### src/rtl/rv32i_types.sv
// Shared rename/retire types for the rv32i out-of-order core.
package rv32i_types;

  localparam int PROCESSOR_WIDTH = 1;
  localparam int PHYS_REGS       = 64;
  localparam int ARCH_REGS       = 32;
  localparam int PHYS_WIDTH      = $clog2(PHYS_REGS);
  localparam int FREE_DEPTH      = PHYS_REGS - ARCH_REGS;
  localparam int FREE_PTR_W      = $clog2(FREE_DEPTH) + 1;

  typedef logic [PHYS_WIDTH-1:0] phys_tag_t;

endpackage

### src/rtl/fl_lane_select.sv
// Prefix popcount over lane enables: rank[i] is the number of enabled lanes
// below lane i, total is the number of enabled lanes.
module fl_lane_select #(
  parameter int W     = 1,
  parameter int CNT_W = $clog2(W + 1)
) (
  input  logic [W-1:0]            en,
  output logic [W-1:0][CNT_W-1:0] rank,
  output logic [CNT_W-1:0]        total
);

  logic [CNT_W-1:0] acc;

  // Running sum in lane order; each lane sees the sum before its own bit.
  always_comb begin
    acc  = '0;
    rank = '0;
    for (int i = 0; i < W; i++) begin
      rank[i] = acc;
      acc     = acc + CNT_W'(en[i]);
    end
    total = acc;
  end

endmodule

### src/rtl/free_list_ctrl.sv
// Physical-register free list: circular tag buffer with head (rename side),
// tail (release side) and retire_head (commit side) pointers. A flush
// snaps head back to the commit-side pointer so the speculative allocations
// are returned in a single cycle.
//
// Handshake: alloc_valid[i] is an offer that does not depend on alloc_req[i];
// a grant (fire) happens only in a cycle where alloc_valid[i] && alloc_req[i],
// and the offered alloc_preg[i] is consumed at the following clock edge.
// Release and commit are unconditional pulses with no back-pressure.
//
// Pointer arithmetic relies on DEPTH being a power of two so that the
// PTR_W-bit pointers wrap naturally with the MSB acting as the wrap bit.
module free_list_ctrl #(
  parameter int PROCESSOR_WIDTH = rv32i_types::PROCESSOR_WIDTH,
  parameter int PHYS_REGS       = rv32i_types::PHYS_REGS,
  parameter int ARCH_REGS       = rv32i_types::ARCH_REGS,
  parameter int PHYS_WIDTH      = $clog2(PHYS_REGS),
  parameter int DEPTH           = PHYS_REGS - ARCH_REGS,
  parameter int PTR_W           = $clog2(DEPTH) + 1,
  parameter bit CHECK_OVERFLOW  = 1'b1
) (
  input  logic                       clk,
  input  logic                       rst,
  input  logic [PROCESSOR_WIDTH-1:0] alloc_req,
  output logic [PROCESSOR_WIDTH-1:0] alloc_valid,
  output logic [PHYS_WIDTH-1:0]      alloc_preg [PROCESSOR_WIDTH],
  input  logic [PROCESSOR_WIDTH-1:0] commit_alloc,
  input  logic [PROCESSOR_WIDTH-1:0] release_en,
  input  logic [PHYS_WIDTH-1:0]      release_preg [PROCESSOR_WIDTH],
  input  logic                       flush,
  output logic [PTR_W-1:0]           free_count,
  output logic                       empty,
  output logic                       overflow_err
);

  localparam int IDX_W = $clog2(DEPTH);
  localparam int CNT_W = $clog2(PROCESSOR_WIDTH + 1);

  typedef logic [PTR_W-1:0] ptr_t;
  typedef logic [PHYS_WIDTH-1:0] tag_t;

  tag_t entries_q [DEPTH];
  tag_t entries_d [DEPTH];
  ptr_t head_q, head_d;
  ptr_t tail_q, tail_d;
  ptr_t retire_head_q, retire_head_d;
  logic overflow_q, overflow_d;

  logic [PROCESSOR_WIDTH-1:0] fire;
  logic [PROCESSOR_WIDTH-1:0] rel_ok;
  logic [PROCESSOR_WIDTH-1:0] rel_accept;
  logic                       drop_any;
  logic                       prev_fire;
  ptr_t                       offer_ptr;
  ptr_t                       write_ptr;
  ptr_t                       room;
  ptr_t                       rel_cnt;

  logic [PROCESSOR_WIDTH-1:0][CNT_W-1:0] alloc_rank;
  logic [PROCESSOR_WIDTH-1:0][CNT_W-1:0] commit_rank;
  logic [PROCESSOR_WIDTH-1:0][CNT_W-1:0] rel_rank;
  logic [CNT_W-1:0]                      alloc_total;
  logic [CNT_W-1:0]                      commit_total;
  logic [CNT_W-1:0]                      rel_total;

  // Per-lane ranks only matter on the release side; alloc and commit use the totals.
  logic unused_ranks;
  assign unused_ranks = ^{alloc_rank, commit_rank, rel_total};

  fl_lane_select #(.W(PROCESSOR_WIDTH), .CNT_W(CNT_W)) u_alloc_sel (
    .en    (fire),
    .rank  (alloc_rank),
    .total (alloc_total)
  );

  fl_lane_select #(.W(PROCESSOR_WIDTH), .CNT_W(CNT_W)) u_commit_sel (
    .en    (commit_alloc),
    .rank  (commit_rank),
    .total (commit_total)
  );

  fl_lane_select #(.W(PROCESSOR_WIDTH), .CNT_W(CNT_W)) u_release_sel (
    .en    (rel_ok),
    .rank  (rel_rank),
    .total (rel_total)
  );

  assign free_count   = tail_q - head_q;
  assign empty        = (free_count == '0);
  assign overflow_err = overflow_q;

  // Offer consecutive entries from head; a lane is only offered a tag when
  // every lower lane fires, keeping grants strictly in order.
  always_comb begin
    prev_fire   = 1'b1;
    offer_ptr   = '0;
    alloc_valid = '0;
    fire        = '0;
    for (int i = 0; i < PROCESSOR_WIDTH; i++) begin
      offer_ptr      = head_q + PTR_W'(i);
      alloc_preg[i]  = entries_q[offer_ptr[IDX_W-1:0]];
      alloc_valid[i] = !flush && (free_count > PTR_W'(i)) && prev_fire;
      fire[i]        = alloc_req[i] && alloc_valid[i];
      prev_fire      = fire[i];
    end
  end

  // Release acceptance: preg 0 is never freed, and lanes beyond the free
  // room are dropped (and latched as an overflow error).
  always_comb begin
    room       = PTR_W'(DEPTH) - free_count;
    rel_cnt    = '0;
    rel_ok     = '0;
    rel_accept = '0;
    for (int i = 0; i < PROCESSOR_WIDTH; i++) begin
      rel_ok[i]     = release_en[i] && (release_preg[i] != '0);
      rel_accept[i] = rel_ok[i] && (PTR_W'(rel_rank[i]) < room);
      rel_cnt       = rel_cnt + PTR_W'(rel_accept[i]);
    end
    drop_any   = |(rel_ok & ~rel_accept);
    overflow_d = overflow_q | drop_any;
  end

  // Accepted releases fill the slots starting at tail, in lane order.
  always_comb begin
    entries_d = entries_q;
    write_ptr = '0;
    for (int i = 0; i < PROCESSOR_WIDTH; i++) begin
      if (rel_accept[i]) begin
        write_ptr                        = tail_q + PTR_W'(rel_rank[i]);
        entries_d[write_ptr[IDX_W-1:0]]  = release_preg[i];
      end
    end
    tail_d = tail_q + rel_cnt;
  end

  // Commit advances retire_head; flush restores head to it, same-cycle commits included.
  always_comb begin
    retire_head_d = retire_head_q + PTR_W'(commit_total);
    if (flush) begin
      head_d = retire_head_d;
    end else begin
      head_d = head_q + PTR_W'(alloc_total);
    end
  end

  // State registers; reset refills the list with tags ARCH_REGS..PHYS_REGS-1.
  always_ff @(posedge clk) begin
    if (rst) begin
      head_q        <= '0;
      retire_head_q <= '0;
      tail_q        <= PTR_W'(DEPTH);
      overflow_q    <= 1'b0;
      for (int i = 0; i < DEPTH; i++) begin
        entries_q[i] <= PHYS_WIDTH'(ARCH_REGS + i);
      end
    end else begin
      head_q        <= head_d;
      retire_head_q <= retire_head_d;
      tail_q        <= tail_d;
      overflow_q    <= overflow_d;
      entries_q     <= entries_d;
    end
  end

  a_free_bound: assert property (@(posedge clk) disable iff (rst)
    free_count <= PTR_W'(DEPTH));

  a_retire_window: assert property (@(posedge clk) disable iff (rst)
    (tail_q - retire_head_q) <= PTR_W'(DEPTH));

  generate
    if (CHECK_OVERFLOW) begin : g_overflow_chk
      a_no_overflow: assert property (@(posedge clk) disable iff (rst) !drop_any);
    end
  endgenerate

endmodule

### config.mk
export PLATFORM = sky130hd
export DESIGN_NAME = free_list_ctrl
export DESIGN_NICKNAME = d
export VERILOG_FILES = /design/src/rtl/rv32i_types.sv /design/src/rtl/fl_lane_select.sv /design/src/rtl/free_list_ctrl.sv
export SDC_FILE = /design/constraint.sdc
export NUM_CORES = 1
export LEC_CHECK = 0
export ABC_CLOCK_PERIOD_IN_PS = 8700
export BUFFER_PORTS_ARGS = -buffer_cell sky130_fd_sc_hd__buf_4
export CAP_MARGIN = 20
export CORE_AREA = 4 4 168 186
export CTS_CLUSTER_DIAMETER = 100
export DETAILED_ROUTE_END_ITERATION = 6
export DIE_AREA = 0 0 172 190
export HOLD_SLACK_MARGIN = 0.08
export PLACE_DENSITY = 0.55
export SLEW_MARGIN = 0
export SYNTH_ARGS = -nofsm -noshare
export SYNTH_HDL_FRONTEND = slang
export SYNTH_SLANG_ARGS = --single-unit
export TNS_END_PERCENT = 5
### constraint.sdc
create_clock -name clk -period 8.7 [get_ports clk]
set_clock_uncertainty 0.2 [all_clocks]
set_input_delay 1.305 -clock clk [delete_from_list [all_inputs] [get_ports clk]]
set_output_delay 1.305 -clock clk [all_outputs]
set_load 0.005 [all_outputs]
==> impl_metrics.xml, run 1 <==
<?xml version="1.0" encoding="UTF-8"?>
<metrics>
  <group name="outcome">
    <metric name="status" unit="">complete, no violations</metric>
  </group>
  <group name="clock_tree">
    <metric name="clock_tree_from_tritoncts" unit="">done</metric>
    <metric name="numCtsBuffers" unit="">23</metric>
    <metric name="root_buffer" unit="">clkbuf_16</metric>
    <metric name="cts-htree-levels" unit="">1</metric>
    <metric name="clock_latency" unit="ns">0.53</metric>
    <metric name="cts_num_sinks" unit="">211</metric>
    <metric name="cts.repair_timing.setup_buffer_count" unit="">0</metric>
    <metric name="post_cts_resize_count" unit="">0</metric>
    <metric name="cts_buffer_depth" unit="">3</metric>
    <metric name="cts_hold_buffers" unit="">0</metric>
    <metric name="clk_pin_slew_worst_paths" unit="ns">0.06</metric>
  </group>
  <group name="pwr">
    <metric name="net-switching-power" unit="uW">554</metric>
    <metric name="sequentialPowerShare" unit="%">45.6</metric>
    <metric name="pwr-share-clk" unit="%">41.9</metric>
    <metric name="power_report.internal_total" unit="mW">1.61</metric>
    <metric name="leakagePower" unit="nW">4.37</metric>
    <metric name="swShare" unit="%">25.6</metric>
    <metric name="p_comb_share" unit="%">12.5</metric>
    <metric name="power.ir.vdd_worst" unit="mV">0.103</metric>
    <metric name="power_per_cell_area" unit="nW/um^2">193</metric>
  </group>
  <group name="timing">
    <metric name="maxClockFrequency" unit="MHz">220</metric>
    <metric name="finalSetupTns" unit="ns">0</metric>
    <metric name="timing.final.max_slew_violations" unit="">0</metric>
    <metric name="grt_setup_unrepaired" unit="">no</metric>
    <metric name="worst_slew_margin_rel" unit="%">34.3</metric>
    <metric name="hold_violations" unit="">0</metric>
    <metric name="finalCritPeriodShare" unit="%">52.2</metric>
    <metric name="fin_crit_period" unit="ns">4.54</metric>
    <metric name="tightestPinTransition" unit="ns">0.985</metric>
    <metric name="setup_viol_count_final" unit="">0</metric>
  </group>
  <group name="setup_path">
    <metric name="critical_path.max_stage_delay" unit="ns">0.87</metric>
    <metric name="crit_path_cell_trace" unit="">inv_1, ha_1, o2bb2ai_1, mux2_4, and2_1, a21oi_1, buf_4</metric>
    <metric name="worstPathArrival" unit="ns">3.04</metric>
    <metric name="worstSetupStartpointType" unit="">flip-flop</metric>
    <metric name="cp_data_required_time" unit="ns">7.19</metric>
    <metric name="critPathSlowestCell" unit="">dfxtp_1</metric>
    <metric name="regToRegStartpoint" unit="">head_q[4]</metric>
    <metric name="setup.reg_to_reg.worst_slack" unit="ns">4.78</metric>
    <metric name="path_max_fanout" unit="">15</metric>
    <metric name="r2r-end" unit="">entries_q[134]</metric>
    <metric name="reg2regPathDepth" unit="">9</metric>
    <metric name="worstSetupPathType" unit="">reg -&gt; out</metric>
    <metric name="cp-end-kind" unit="">primary output</metric>
  </group>
  <group name="floorplanning">
    <metric name="std_cell_rows" unit="">66</metric>
    <metric name="pin_count" unit="">27</metric>
    <metric name="fp.dieW" unit="um">172</metric>
    <metric name="die_footprint" unit="um^2">32700</metric>
    <metric name="floorplan.die.height" unit="um">190</metric>
    <metric name="initial_core_util" unit="%">34.4</metric>
    <metric name="fp.coreArea" unit="um^2">29400</metric>
  </group>
  <group name="run">
    <metric name="maxCapViolations" unit="">0</metric>
  </group>
  <group name="routing">
    <metric name="vias" unit="">6551</metric>
    <metric name="drt_drc_violations_left" unit="">0</metric>
    <metric name="ant_nets" unit="">0</metric>
    <metric name="drt_iter0_markers" unit="">393</metric>
    <metric name="route.final.wire_length" unit="mm">23.9</metric>
    <metric name="drtPass1Iterations" unit="">5</metric>
    <metric name="vias_per_cell" unit="">5.08</metric>
    <metric name="routed_wire_length_per_instance" unit="um">18.5</metric>
  </group>
  <group name="hold_path">
    <metric name="hold-path-endpoint" unit="">entries_q[43]</metric>
    <metric name="hold_path.startpoint" unit="">entries_q[43]</metric>
    <metric name="count_of_cells_along_the_worst_hold_path" unit="">2</metric>
    <metric name="path_class_of_the_lowest_slack_min_delay_path" unit="">reg -&gt; reg</metric>
  </group>
  <group name="logic_synthesis">
    <metric name="synth_nets" unit="">944</metric>
    <metric name="async_reset_ff_share" unit="%">0</metric>
    <metric name="yosysSeqAreaShare" unit="%">41.8</metric>
    <metric name="number_of_warnings_reported_in_the_yosys_synthesis_log" unit="">0</metric>
    <metric name="synth_enable_flop_cells" unit="">0</metric>
    <metric name="synthDistinctLibCells" unit="">46</metric>
    <metric name="synth_top_area_cell" unit="">dfxtp_1</metric>
    <metric name="synthesis.instances" unit="">920</metric>
    <metric name="synth.top_cell.area_share" unit="%">41.8</metric>
    <metric name="mappedNetlistArea" unit="um^2">10100</metric>
    <metric name="synth_flop_cell" unit="">dfxtp_1</metric>
    <metric name="postSynthRegisterBits" unit="">211</metric>
    <metric name="post_synth.cell_area_avg" unit="um^2">11.0</metric>
    <metric name="synthTopCellsByArea" unit="">dfxtp_1, mux2i_1, mux4_2</metric>
  </group>
  <group name="global_routing">
    <metric name="grt_pass1_vias" unit="">6625</metric>
    <metric name="grt_start_max_net_pins" unit="">117</metric>
    <metric name="grt_antenna_before_repair" unit="">0</metric>
    <metric name="grt-ovfl-total" unit="">0</metric>
    <metric name="grt_util_all_layers" unit="%">14.9</metric>
    <metric name="grt_first_pass_wirelength" unit="mm">38.8</metric>
  </group>
  <group name="finish">
    <metric name="instances_no_fill" unit="">1289</metric>
    <metric name="n_antenna_cell" unit="">0</metric>
    <metric name="final_cell_mix" unit="">dfxtp_1, mux2i_1, nor2_1, nand2b_1, mux4_2</metric>
    <metric name="synthToLayoutAreaGrowth" unit="%">11.3</metric>
    <metric name="layout.nets" unit="">928</metric>
    <metric name="drive_above_1_share" unit="%">16.5</metric>
    <metric name="final_common_cell" unit="">dfxtp_1</metric>
  </group>
  <group name="place">
    <metric name="buffer_ports.inserted" unit="">26</metric>
    <metric name="placed_wire_length_estimate" unit="mm">15.1</metric>
    <metric name="gp_congestion" unit="">0.817</metric>
    <metric name="dp_cells" unit="">1250</metric>
  </group>
</metrics>
## power groups by stage
stage / registers (mW) / logic [mW] / clock network, mW
finish: 0.989 / 0.270 / 0.908
global route: 0.990 / 0.293 / 0.979
CTS: 0.989 / 0.269 / 0.936
detailed placement: 1.01 / 0.268 / 0
global placement: 1.01 / 0.267 / 0
floorplan: 1.01 / 0.192 / 0
## critical path, delay by kind of cell, from the launching register on
family                     cells  cell delay (ns)
and+or+nand+nor                1             0.16
muxes                          1             0.34
adders and majority gates      1             0.38
buffers and inverters          2             0.29
DFF                            1             0.87
AOI/OAI and AO/OA              2             0.45
## synth_stat cells (all sizes together) (2+ instances only)
cell / count
dfxtp: 211
mux2i: 194
nor2: 146
nand2b: 88
clkbuf: 61
mux4: 60
nand2: 26
buf: 18
nor4: 12
or4: 12
ha: 11
nand3: 11
inv: 9
xnor2: 8
xor2: 8
nand4: 6
a21oi: 4
and2: 4
nor2b: 4
o22a: 3
nand3b: 2
nor3: 2
nor3b: 2
or3: 2
or3b: 2
## metrics by stage
step           cell area (um^2)  total power, mW  util [%]  worst slack, ns  hold WS, ns
4_1_cts                   11200             2.19      38.1             3.74        0.273
2_1_floorplan             10100             1.20         -             4.84        0.245
6_report                  11200             2.17      38.3             4.16        0.271
3_3_place_gp              10500             1.28      35.8             4.36        0.255
5_1_grt                   11200             2.26      38.3             3.91        0.292
3_5_place_dp              10500             1.28      35.8             4.31        0.259
## worst max path at each step
stage                  end            start
5_1_grt        alloc_valid        head_q[2]
6_report       alloc_valid        head_q[3]
3_3_place_gp   alloc_valid        head_q[0]
4_1_cts        alloc_valid        head_q[0]
2_1_floorplan    tail_q[4]  release_preg[1]
3_5_place_dp   alloc_valid        head_q[0]
## cells by family after synthesis
family,Yosys count,synth area share (%)
AND/OR/NAND/NOR,320,17.4
multiplexers,255,32.7
flip-flops,211,41.8
buffers and inverters,89,3.76
AO/OA/AOI/OAI,17,1.25
XOR/XNOR,16,1.46
adder cells (fa/ha/maj),12,1.56
## state kept, by name, summed over array words and instances, names as in the netlist
register	flops
overflow_err	1
retire_head_q	6
entries_q	192
tail_q	6
head_q	6
## layer usage
metal / track usage (%) / vias up / part of all wire [%]
li1: - / 3183 / -
met1: 22.4 / 3230 / 50
met2: 22.8 / 114 / 45
met3: 2.39 / 24 / 4.4
met4: 2.75 / 0 / 1.4
met5: 0 / - / 0
## final cells by class
class                           count  area (um^2)
Multi-Input combinational cell    620         5520
Clock buffer                       34          657
Timing Repair Buffer               38          313
Sequential cell                   211         4230
Fill cell                        2823        18200
Tap cell                          374          468
Inverter                           10         37.5
Clock inverter                      2         25.0
Power figures use the tool's default switching activity.
==> run 2: changes to the inputs <==
--- a/config.mk
+++ b/config.mk
@@ -5,7 +5,7 @@
 export SDC_FILE = /design/constraint.sdc
 export NUM_CORES = 1
 export LEC_CHECK = 0
-export ABC_CLOCK_PERIOD_IN_PS = 8700
+export ABC_CLOCK_PERIOD_IN_PS = 3800
 export BUFFER_PORTS_ARGS = -buffer_cell sky130_fd_sc_hd__buf_4
 export CAP_MARGIN = 20
 export CORE_AREA = 4 4 168 186
@@ -13,7 +13,7 @@
 export DETAILED_ROUTE_END_ITERATION = 6
 export DIE_AREA = 0 0 172 190
 export HOLD_SLACK_MARGIN = 0.08
-export PLACE_DENSITY = 0.55
+export PLACE_DENSITY = 0.57
 export SLEW_MARGIN = 0
 export SYNTH_ARGS = -nofsm -noshare
 export SYNTH_HDL_FRONTEND = slang
==> constraint.sdc (replaced) <==
create_clock -name clk -period 3.8 [get_ports clk]
set_clock_uncertainty 0.2 [all_clocks]
set_input_delay 0.57 -clock clk [delete_from_list [all_inputs] [get_ports clk]]
set_output_delay 0.57 -clock clk [all_outputs]
set_load 0.005 [all_outputs]
==> run 2 against run 1 <==
Against the previous run:
- non-clock buffer count is 21 higher
- clock power rose by 140%
- critical path depth grew 2
- routed wire length rose by 2.9%
- design area is 2.2% higher
- power increased by 140%
- utilization is 0.83 points higher
- critical endpoint unchanged
- largest cell class unchanged
==> impl_metrics.xml, run 2 (synthesis gave the netlist of run 1 again) <==
<?xml version="1.0" encoding="UTF-8"?>
<metrics>
  <group name="place">
    <metric name="detailed_place.area" unit="um^2">10700</metric>
    <metric name="placed_wire_length_estimate" unit="mm">16.2</metric>
    <metric name="pre_cts_slack" unit="ns">0.226</metric>
    <metric name="dp_cells" unit="">1274</metric>
    <metric name="gp_congestion" unit="">0.836</metric>
    <metric name="buffer_ports.inserted" unit="">26</metric>
  </group>
  <group name="timing">
    <metric name="final.setup.worst_slack" unit="ns">0.178</metric>
    <metric name="worst_slew_margin_rel" unit="%">37.3</metric>
    <metric name="finalSetupTns" unit="ns">0</metric>
    <metric name="grt_setup_unrepaired" unit="">no</metric>
    <metric name="finalCritPeriodShare" unit="%">95.3</metric>
    <metric name="tightestPinTransition" unit="ns">0.940</metric>
    <metric name="setup_viol_count_final" unit="">0</metric>
    <metric name="fin_crit_period" unit="ns">3.62</metric>
    <metric name="hold_slack" unit="ns">0.137</metric>
    <metric name="maxClockFrequency" unit="MHz">276</metric>
    <metric name="hold_violations" unit="">0</metric>
    <metric name="timing.final.max_slew_violations" unit="">0</metric>
  </group>
  <group name="global_routing">
    <metric name="grt_antenna_before_repair" unit="">0</metric>
    <metric name="grt_first_pass_wirelength" unit="mm">39.4</metric>
    <metric name="grt-ovfl-total" unit="">0</metric>
    <metric name="grt_pass1_vias" unit="">6748</metric>
    <metric name="grt_start_max_net_pins" unit="">105</metric>
    <metric name="grt_util_all_layers" unit="%">15.1</metric>
  </group>
  <group name="setup_path">
    <metric name="worstSetupStartpointType" unit="">flip-flop</metric>
    <metric name="cp-end-kind" unit="">primary output</metric>
    <metric name="cp_data_required_time" unit="ns">3.03</metric>
    <metric name="setup.reg_to_reg.worst_slack" unit="ns">0.26</metric>
    <metric name="worstSetupPathType" unit="">reg -&gt; out</metric>
    <metric name="path_max_fanout" unit="">6</metric>
    <metric name="regToRegStartpoint" unit="">tail_q[0]</metric>
    <metric name="reg2regPathDepth" unit="">14</metric>
    <metric name="worstPathArrival" unit="ns">2.85</metric>
    <metric name="r2r-end" unit="">head_q[5]</metric>
  </group>
  <group name="finish">
    <metric name="layout.nets" unit="">950</metric>
    <metric name="top_register" unit="">entries_q</metric>
    <metric name="finalCoreUtilization" unit="%">39.1</metric>
    <metric name="instances_no_fill" unit="">1317</metric>
    <metric name="drive_above_1_share" unit="%">18.9</metric>
    <metric name="fin_area" unit="um^2">11500</metric>
    <metric name="filler_cell_count" unit="">2866</metric>
    <metric name="final_common_cell" unit="">dfxtp_1</metric>
    <metric name="largest_register_ffs" unit="">192</metric>
    <metric name="synthToLayoutAreaGrowth" unit="%">13.7</metric>
    <metric name="final_cell_mix" unit="">dfxtp_1, mux2i_1, nor2_1, nand2b_1, mux4_2</metric>
    <metric name="n_antenna_cell" unit="">0</metric>
  </group>
  <group name="pwr">
    <metric name="sequentialPowerShare" unit="%">44.2</metric>
    <metric name="finalPower" unit="mW">5.12</metric>
    <metric name="power.ir.vdd_worst" unit="mV">0.253</metric>
    <metric name="swShare" unit="%">25.3</metric>
    <metric name="net-switching-power" unit="mW">1.30</metric>
    <metric name="power_per_cell_area" unit="nW/um^2">446</metric>
    <metric name="power_report.internal_total" unit="mW">3.82</metric>
    <metric name="pwr-share-clk" unit="%">43.4</metric>
    <metric name="leakagePower" unit="nW">4.51</metric>
    <metric name="p_comb_share" unit="%">12.4</metric>
  </group>
  <group name="run">
    <metric name="maxCapViolations" unit="">0</metric>
  </group>
  <group name="clock_tree">
    <metric name="cts_hold_buffers" unit="">0</metric>
    <metric name="clk_pin_slew_worst_paths" unit="ns">0.06</metric>
    <metric name="cts.repair_timing.setup_buffer_count" unit="">0</metric>
    <metric name="post_cts_resize_count" unit="">0</metric>
    <metric name="cts_num_sinks" unit="">211</metric>
    <metric name="cts_buffer_depth" unit="">3</metric>
    <metric name="root_buffer" unit="">clkbuf_16</metric>
    <metric name="cts-htree-levels" unit="">1</metric>
    <metric name="clock_latency" unit="ns">0.51</metric>
    <metric name="numCtsBuffers" unit="">24</metric>
    <metric name="clock_tree_from_tritoncts" unit="">done</metric>
  </group>
  <group name="floorplanning">
    <metric name="initial_core_util" unit="%">34.4</metric>
    <metric name="die_footprint" unit="um^2">32700</metric>
    <metric name="fp.dieW" unit="um">172</metric>
    <metric name="fp.coreArea" unit="um^2">29400</metric>
    <metric name="pin_count" unit="">27</metric>
    <metric name="floorplan.die.height" unit="um">190</metric>
    <metric name="std_cell_rows" unit="">66</metric>
  </group>
  <group name="routing">
    <metric name="vias" unit="">6743</metric>
    <metric name="route.final.wire_length" unit="mm">24.6</metric>
    <metric name="routed_wire_length_per_instance" unit="um">18.6</metric>
    <metric name="drt_iter0_markers" unit="">406</metric>
    <metric name="drt_drc_violations_left" unit="">0</metric>
    <metric name="drtPass1Iterations" unit="">5</metric>
    <metric name="ant_nets" unit="">0</metric>
    <metric name="vias_per_cell" unit="">5.12</metric>
  </group>
  <group name="hold_path">
    <metric name="hold_path.startpoint" unit="">flush</metric>
    <metric name="hold-path-endpoint" unit="">head_q[3]</metric>
    <metric name="count_of_cells_along_the_worst_hold_path" unit="">2</metric>
    <metric name="path_class_of_the_lowest_slack_min_delay_path" unit="">in -&gt; reg</metric>
  </group>
  <group name="outcome">
    <metric name="status" unit="">complete, no violations</metric>
  </group>
</metrics>
-- run 2: layout make-up --
type,instances,area (um^2),share of cell area (%)
Clock buffer,36,687,5.98
Clock inverter,7,66.3,0.577
Inverter,10,37.5,0.327
Multi-Input combinational cell,620,5520,48.0
Sequential cell,211,4230,36.8
Tap cell,374,468,4.07
Timing Repair Buffer,59,484,4.21
-- run 2: worst max-delay path: stages, from the launching register on --
cell	delay [ns]
dfxtp_1	0.41
inv_1	0.12
ha_1	0.22
fa_1	0.43
nand2b_1	0.17
o2bb2ai_1	0.18
mux2_4	0.33
and2_1	0.17
a21oi_1	0.19
buf_4	0.14
-- run 2: worst max-delay path by stage --
stage	from	endpoint	slack [ns]	depth (start not counted)
after floorplan	head_q[2]	tail_q[4]	0.22	16
after global placement	tail_q[0]	entries_q[69]	0.26	9
after detailed placement	tail_q[0]	entries_q[128]	0.23	9
after CTS	tail_q[0]	alloc_valid	0.15	9
after global routing	tail_q[0]	alloc_valid	0.02	9
final	tail_q[0]	alloc_valid	0.18	9
-- run 2: power by group through the flow --
| stage | registers [mW] | logic [mW] | clock network, mW |
|---|---|---|---|
| 6_report | 2.26 | 0.635 | 2.22 |
| 5_1_grt | 2.27 | 0.686 | 2.37 |
| 4_1_cts | 2.26 | 0.640 | 2.29 |
| 3_5_place_dp | 2.31 | 0.638 | 0 |
| 3_3_place_gp | 2.31 | 0.635 | 0 |
| 2_1_floorplan | 2.30 | 0.440 | 0 |
-- run 2: metal layers --
metal  wire length [um]  global-route usage [%]  vias to the layer above
met1              12100                    22.7                     3352
met5                  0                       0                        -
met2              11000                    23.0                      130
met4                359                    3.05                        0
li1                   -                       -                     3236
met3               1070                    2.51                       25
